===== src/rtl/uart_rx_fifo.sv =====
// uart_rx_fifo: 8N1 UART receiver feeding a 4-entry byte FIFO.
//
// The raw serial line is brought into the clock domain through a two-flop
// synchronizer. A bit-timer FSM samples each bit at its midpoint and pushes
// completed bytes into a small FIFO that the consumer drains with a
// valid/ready handshake.
//
// Ports:
//   clk        sole clock, all state on the rising edge
//   reset      asynchronous, active-high reset
//   uart_rx    raw serial input, idle high, 8N1, LSB first
//   rdata      byte at the FIFO head (0 while the FIFO is empty)
//   rvalid     FIFO non-empty, rdata valid
//   rready     consumer accepts the head byte when rvalid is high
//   frame_err  one-cycle pulse: stop bit sampled low, byte discarded
//   overflow   one-cycle pulse: completed byte dropped because FIFO was full
//
// Parameter:
//   CLKDIV     clk cycles per UART bit, legal range 4..65535

module uart_rx_fifo #(
  parameter int CLKDIV = 104
) (
  input  logic       clk,
  input  logic       reset,
  input  logic       uart_rx,
  output logic [7:0] rdata,
  output logic       rvalid,
  input  logic       rready,
  output logic       frame_err,
  output logic       overflow
);

  localparam int TW = $clog2(CLKDIV);
  localparam logic [TW-1:0] HALF_M1 = TW'(CLKDIV / 2 - 1);
  localparam logic [TW-1:0] FULL_M1 = TW'(CLKDIV - 1);

  typedef enum logic [2:0] {
    S_IDLE,
    S_START,
    S_DATA,
    S_STOP,
    S_BREAK
  } state_t;

  // Synchronizer
  logic rx_meta_q;
  logic rxs_q;

  always_ff @(posedge clk or posedge reset) begin
    if (reset) begin
      rx_meta_q <= 1'b1;
      rxs_q     <= 1'b1;
    end else begin
      rx_meta_q <= uart_rx;
      rxs_q     <= rx_meta_q;
    end
  end

  // Receiver FSM
  state_t          state_q;
  logic [TW-1:0]   timer_q;
  logic [2:0]      idx_q;
  logic [7:0]      shift_q;

  // The timer counts down to zero; the sample is taken on the cycle it reads
  // zero, so loading N-1 places the sample N cycles after the load.
  always_ff @(posedge clk or posedge reset) begin
    if (reset) begin
      state_q <= S_IDLE;
      timer_q <= '0;
      idx_q   <= 3'd0;
      shift_q <= 8'h00;
    end else begin
      case (state_q)
        S_IDLE: begin
          if (!rxs_q) begin
            timer_q <= HALF_M1;
            state_q <= S_START;
          end
        end
        S_START: begin
          if (timer_q == '0) begin
            if (!rxs_q) begin
              timer_q <= FULL_M1;
              idx_q   <= 3'd0;
              state_q <= S_DATA;
            end else begin
              // Line went back high before mid start bit: treat as a glitch.
              state_q <= S_IDLE;
            end
          end else begin
            timer_q <= timer_q - TW'(1);
          end
        end
        S_DATA: begin
          if (timer_q == '0) begin
            shift_q[idx_q] <= rxs_q;
            timer_q        <= FULL_M1;
            if (idx_q == 3'd7) begin
              state_q <= S_STOP;
            end else begin
              idx_q <= idx_q + 3'd1;
            end
          end else begin
            timer_q <= timer_q - TW'(1);
          end
        end
        S_STOP: begin
          if (timer_q == '0) begin
            state_q <= rxs_q ? S_IDLE : S_BREAK;
          end else begin
            timer_q <= timer_q - TW'(1);
          end
        end
        S_BREAK: begin
          // Wait out a held-low line so it is not mistaken for new start bits.
          if (rxs_q) begin
            state_q <= S_IDLE;
          end
        end
        default: state_q <= S_IDLE;
      endcase
    end
  end

  logic stop_smp;
  logic push;
  logic ferr;

  assign stop_smp = (state_q == S_STOP) && (timer_q == '0);
  assign push     = stop_smp && rxs_q;
  assign ferr     = stop_smp && !rxs_q;

  // FIFO
  logic [7:0] mem_q [4];
  logic [1:0] wr_ptr_q, wr_ptr_d;
  logic [1:0] rd_ptr_q, rd_ptr_d;
  logic [2:0] count_q, count_d;
  logic       full;
  logic       pop;
  logic       do_push;
  logic       frame_err_q;
  logic       overflow_q;

  assign rvalid  = (count_q != 3'd0);
  assign full    = (count_q == 3'd4);
  assign pop     = rvalid && rready;
  // A pop in the same cycle frees the head slot, so a full FIFO still
  // accepts the push; the write lands in the slot being vacated.
  assign do_push = push && (!full || pop);
  assign rdata   = rvalid ? mem_q[rd_ptr_q] : 8'h00;

  always_comb begin
    wr_ptr_d = wr_ptr_q;
    rd_ptr_d = rd_ptr_q;
    count_d  = count_q;
    if (do_push) wr_ptr_d = wr_ptr_q + 2'd1;
    if (pop)     rd_ptr_d = rd_ptr_q + 2'd1;
    case ({do_push, pop})
      2'b10:   count_d = count_q + 3'd1;
      2'b01:   count_d = count_q - 3'd1;
      default: count_d = count_q;
    endcase
  end

  always_ff @(posedge clk or posedge reset) begin
    if (reset) begin
      wr_ptr_q    <= 2'd0;
      rd_ptr_q    <= 2'd0;
      count_q     <= 3'd0;
      frame_err_q <= 1'b0;
      overflow_q  <= 1'b0;
    end else begin
      wr_ptr_q    <= wr_ptr_d;
      rd_ptr_q    <= rd_ptr_d;
      count_q     <= count_d;
      frame_err_q <= ferr;
      overflow_q  <= push && full && !pop;
    end
  end

  // Storage is only observable through rdata, which is gated by rvalid, so
  // it needs no reset.
  always_ff @(posedge clk) begin
    if (do_push) begin
      mem_q[wr_ptr_q] <= shift_q;
    end
  end

  assign frame_err = frame_err_q;
  assign overflow  = overflow_q;

endmodule


===== config.mk =====
export PLATFORM = sky130hd
export DESIGN_NAME = uart_rx_fifo
export DESIGN_NICKNAME = d
export VERILOG_FILES = /design/src/rtl/uart_rx_fifo.sv
export SDC_FILE = /design/constraint.sdc
export NUM_CORES = 1
export LEC_CHECK = 0
export CORE_ASPECT_RATIO = 1.2
export CORE_MARGIN = 2
export CORE_UTILIZATION = 52
export CTS_CLUSTER_DIAMETER = 100
export DETAILED_ROUTE_END_ITERATION = 10
export PLACE_DENSITY = 0.79
export SYNTH_ARGS = -nofsm -noshare
export SYNTH_HDL_FRONTEND = slang
export SYNTH_SLANG_ARGS = --single-unit

===== constraint.sdc =====
create_clock -name clk -period 7.3 [get_ports clk]
set_clock_uncertainty 0.2 [all_clocks]
set_input_delay 1.46 -clock clk [delete_from_list [all_inputs] [get_ports clk]]
set_output_delay 1.46 -clock clk [all_outputs]
set_load 0.01 [all_outputs]

# Word level (Yosys, flattened, before mapping)

Memories as Yosys holds them, arrays and structs flattened.
Cells that the tools add are included.

Add/subtract/negate cells: 6
Order comparisons: 2
Equality and inequality tests: 18
Multiplexer cells: 27
Reductions and logical operators: 22

Operators by type and width:

| kind                  | number |
|---|---|
| $mux W7               | 5 |
| $mux W3               | 11 |
| $pmux W7 S4           | 1 |
| $ne A2 B2 Y1 const B  | 9 |
| $pmux W3 S5           | 1 |
| $pmux W3 S2           | 2 |
| $eq A3 B3 Y1 const B  | 3 |
| $bwmux W8             | 1 |
| $logic_and A1 B1 Y1   | 8 |
| $mux W8               | 1 |
| $logic_not A7 Y1      | 1 |
| $sub A7 B1 Y7 const B | 1 |
| $add A3 B1 Y3 const B | 2 |
| $eq A3 B2 Y1 const B  | 2 |
| $reduce_and A6 Y1     | 1 |
| $reduce_and A5 Y1     | 1 |
| $add A2 B1 Y2 const B | 2 |
| $lt A3 B4 Y1 const B  | 1 |
| $reduce_and A4 Y1     | 1 |
| $reduce_bool A2 Y1    | 2 |
| $reduce_bool A4 Y1    | 1 |
| $demux W1 S3          | 1 |
| $eq A3 B1 Y1 const B  | 1 |
| $ge A3 B1 Y1 const B  | 1 |
| 11 further kinds      | 15 |

Register bits after elaboration: 32
RAM bits: 32
Input bits: 4
Output and inout port bits: 11
Logic and storage cells: 87
Memories: 1

Memories:

| name  | depth | bits a word | read ports | clocked after Yosys merged registers in | wr ports | line | source |
|---|---|---|---|---|---|---|---|
| mem_q | 4     | 8           | 1          | 0                                       | 1        | 136  | `logic [7:0] mem_q [4];` |

# Longest topological paths before layout

Depth in word-level cells: 6
Mapped depth: 10
Depth with buffers taken out: 9

# Worst setup path after synthesis

No wires, ideal clock.

Kind: in2reg
Start point: in rready
End point: reg count_q[1]
Setup time: 126 ps
Data arrival time: 2923 ps
Required time: 6974 ps
Setup slack: 4051 ps
Cell stages on the path: 6
Buffers on the path: 1
Cell sequence: buf_1 o31ai_4 a21oi_1 fa_1 a21o_1 a221o_1

Word-level cells in the longest chain between the ends: 5
Elaborated cells between the ends (all ways): 7
Classes of those cells: eq/ne: 2; mux: 1; reduce/logical: 4

Ends and longest elaborated chain:

| element                                             | line | source |
|---|---|---|
| start: declaration                                  | 29   | `input logic rready,` |
| $logic_and A1 B1 Y1 (*)                             | 148  | `assign pop = rvalid && rready;` |
| $logic_or A1 B1 Y1                                  | 151  | `assign do_push = push && (!full \|\| pop);` |
| $logic_and A1 B1 Y1                                 | 151  |  |
| $eq A2 B1 Y1 / $eq A2 B2 Y1 (equally long branches) | 160  | `case ({do_push, pop})` |
| $pmux W3 S2 (*)                                     | 160  |  |
| named net count_d[1]                                | 139  | `logic [2:0] count_q, count_d;` |
| end signal: assignment                              | 177  | `count_q <= count_d;` |
| end: declaration                                    | 139  |  |

The timed path passes the listed nets; every way through them passes the cells marked *.
A chain may end at the register's enable or synchronous reset.

# Worst setup path after layout

Start point: reg rd_ptr_q[0]
End point: out rdata[3]

Word-level cells in the longest chain between the ends: 2

Ends and longest elaborated chain:

| element                  | line | source |
|---|---|---|
| start: declaration       | 138  | `logic [1:0] rd_ptr_q, rd_ptr_d;` |
| start signal: assignment | 176  | `rd_ptr_q <= rd_ptr_d;` |
| $mem_v2 Z4 W8            | -    |  |
| $mux W8                  | 152  | `assign rdata = rvalid ? mem_q[rd_ptr_q] : 8'h00;` |
| end: declaration         | 27   | `output logic [7:0] rdata,` |

Every way passes these cells.

==> impl_results.md <==
* Die Area at 6800 um2
* Post-synth top flop: edfxtp_1
* Routed WL at 5770 um
* Initial antenna violation count at 0
* Root buffer cell: clkbuf_8
* Tot GR Track Use at 0.197
* Die span in y at 89.9 um
* FMAX at 255 MHz
* Hold path depth at 0
* Largest net degree at the start of global routing at 33
* Via density at 6.01
* Total number of vias at 2122
* Clock-pin transition on the worst setup and hold timing paths at 70 ps
* Data arrival, critical path at 2260 ps
* #FFs+latches synth at 64
* Setup crit start kind: flop
* Post-synthesis cell count at 250
* Starting Density at 0.532
* Top fanout value on the critical path at 10
* Fin Setup TNS at 0 ps
* Gr ovfl total at 0
* Die width at 75.6 um
* Max-slew violation count at 0
* Final setup viols at 0
* Slew HR at 0.595
* RSZ-0062 raised after global routing: false
* Max clock buf depth at 2
* Cts repair resizes at 0
* P&R area growth vs syn at 11.6%
* Cts bufs inserted at 9
* Synth warn at 0
* Critical path class: reg2out
* Area share of the largest cell type after synthesis at 0.300
* Top Ports at 15
* CTS tree: yes
* Post-route DRC at 0
* Routed length per placed instance at 16.3 um
* Vias in the first global route at 2122
* PD cells at 223 nW/um2
* DPL Wire Length at 3960 um
* Num rows at 31
* Synth Area per Inst at 12.8 um2
* Top cell type by total area after synthesis: edfxtp_1
* Most instantiated cells after synthesis: 32 x edfxtp_1, 30 x dfrtp_1, 15 x nor2_1, 14 x inv_1
* Area of the core at 6010 um2
* Most common cell in the netlist: edfxtp_1
* Pleak at 0.00145 uW
* Top post-synthesis cells by area: edfxtp_1 30%, dfrtp_1 23%, mux4_2 5.6%
* Worst r2r path cells at 9
* Final ANT Viol Nets at 0
* Routability cong. at 0.857
* H-tree depth at 3
* Type of the most critical hold path: reg2reg
* Synth Cell Area at 3200 um2
* Clock Latency Late Sink at 340 ps
* Hold Fails Final Rpt at 0
* Layout cell share with drive strength beyond 1 at 0.159
* Number of nets in the layout at 279
* Worst Tran Pin Value at 601 ps
* CP endpoint kind: output port
* First-pass GRT wire length at 10100 um
* CTS hold repair buffers at 0
* Final core occ at 0.594
* Final Critical Period at 3920 ps
* Post-synth net total at 263
* Sequential element share of the synthesized area at 0.551
* # port buffers at 14
* Worst EP required at 5640 ps
* Async set-reset flop share out of synthesis at 0.500
* Peak VDD IR at 0.109 mV
* DRT Pass-1 Iters at 4
* MaxCap Viol Count at 0
* Setup bufs post-CTS at 0
* Fillcell total at 479
* Period utilization at 0.537
* Status: complete, no violations
* Number of synthesized flops with an enable pin at 32
* Drt first-iter violations at 285
* Yosys cell types at 59
* CTS sink cnt at 64
* N_diodes at 0
## metrics by stage
stage	cell area, um2	std cells	worst slack [ps]	hold WS, ps	power (uW)
after global placement	3400	337	3640	147	537
after floorplan	3200	250	4050	145	514
after global routing	3570	353	3200	159	836
final	3570	353	3380	157	796
after CTS	3570	353	3330	157	801
after detailed placement	3400	337	3560	147	540
## state kept, by name, summed over array words and instances (netlist names), 2 cells and up
signal,count
count_q,3
idx_q,3
mem_q,32
rd_ptr_q,2
shift_q,8
state_q,3
timer_q,7
wr_ptr_q,2
## worst max-delay path, stage by stage, from the launching register on
cell             delay (ps)
dfrtp_1                 710
mux4_2                  560
and2_1                  160
clkdlybuf4s50_1         480
## logic make-up (layout without fill, tap and decap cells)
group,count (synthesis),after routing,share of synthesized area
XOR/XNOR,4,4,0.0109
flip-flops,64,64,0.551
AO/OA/AOI/OAI,41,41,0.103
buffers and inverters,26,47,0.0371
adder cells (fa/ha/maj),9,9,0.0375
multiplexers,23,23,0.107
AND/OR/NAND/NOR,83,83,0.153
## worst paths after layout
path	startpoint	end	slack (ps)
worst min-delay path	rx_meta_q	rxs_q	160
worst min register to register	rx_meta_q	rxs_q	160
min in group asynchronous	reset	count_q[2]	1300
worst max-delay path	rd_ptr_q[0]	rdata[3]	3380
max in group asynchronous	reset	rx_meta_q	5280
worst max register to register	timer_q[0]	count_q[1]	4210
## cells in the final DEF (no fill, tap or decap), drive strengths merged, types with 3 or more instances in the layout
master and n:
nand2 12, clkinv 5, clkdlybuf4s50 14, and2 12, mux2 10, ha 8
mux4 8, a21o 3, nand3 7, edfxtp 32, nor3b 4, a21oi 5
dfrtp 30, mux2i 5, xnor2 3, a31oi 4, buf 3, or3 3
inv 15, o211ai 4, nor4 7, nor2 15, clkbuf 9, nor3 11
o21ai 5
## where the power goes
part / switching (uW) / leakage (uW) / internal [uW]
clock: 142 / 0.0000870 / 123
combinational: 44.3 / 0.000580 / 54.0
sequential: 43.2 / 0.000786 / 390
## per-layer routing
metal	GRT usage	vias to the layer above	part of all wire
met5	0	-	0
met1	0.248	1057	0.42
met3	0.0549	15	0.053
met4	0.0804	0	0.024
li1	-	983	-
met2	0.315	67	0.51
## final cells by class
class / count / area (um2) / area share
clock inverters: 7 / 47.5 / 0.0133
well taps: 82 / 103 / 0.0287
flip-flops and latches: 64 / 1760 / 0.494
inverters: 14 / 52.6 / 0.0147
clock buffers: 9 / 124 / 0.0347
multi-input cells: 160 / 1320 / 0.369
repair buffers: 17 / 163 / 0.0456
No activity file was read; power rests on OpenSTA's default activity.
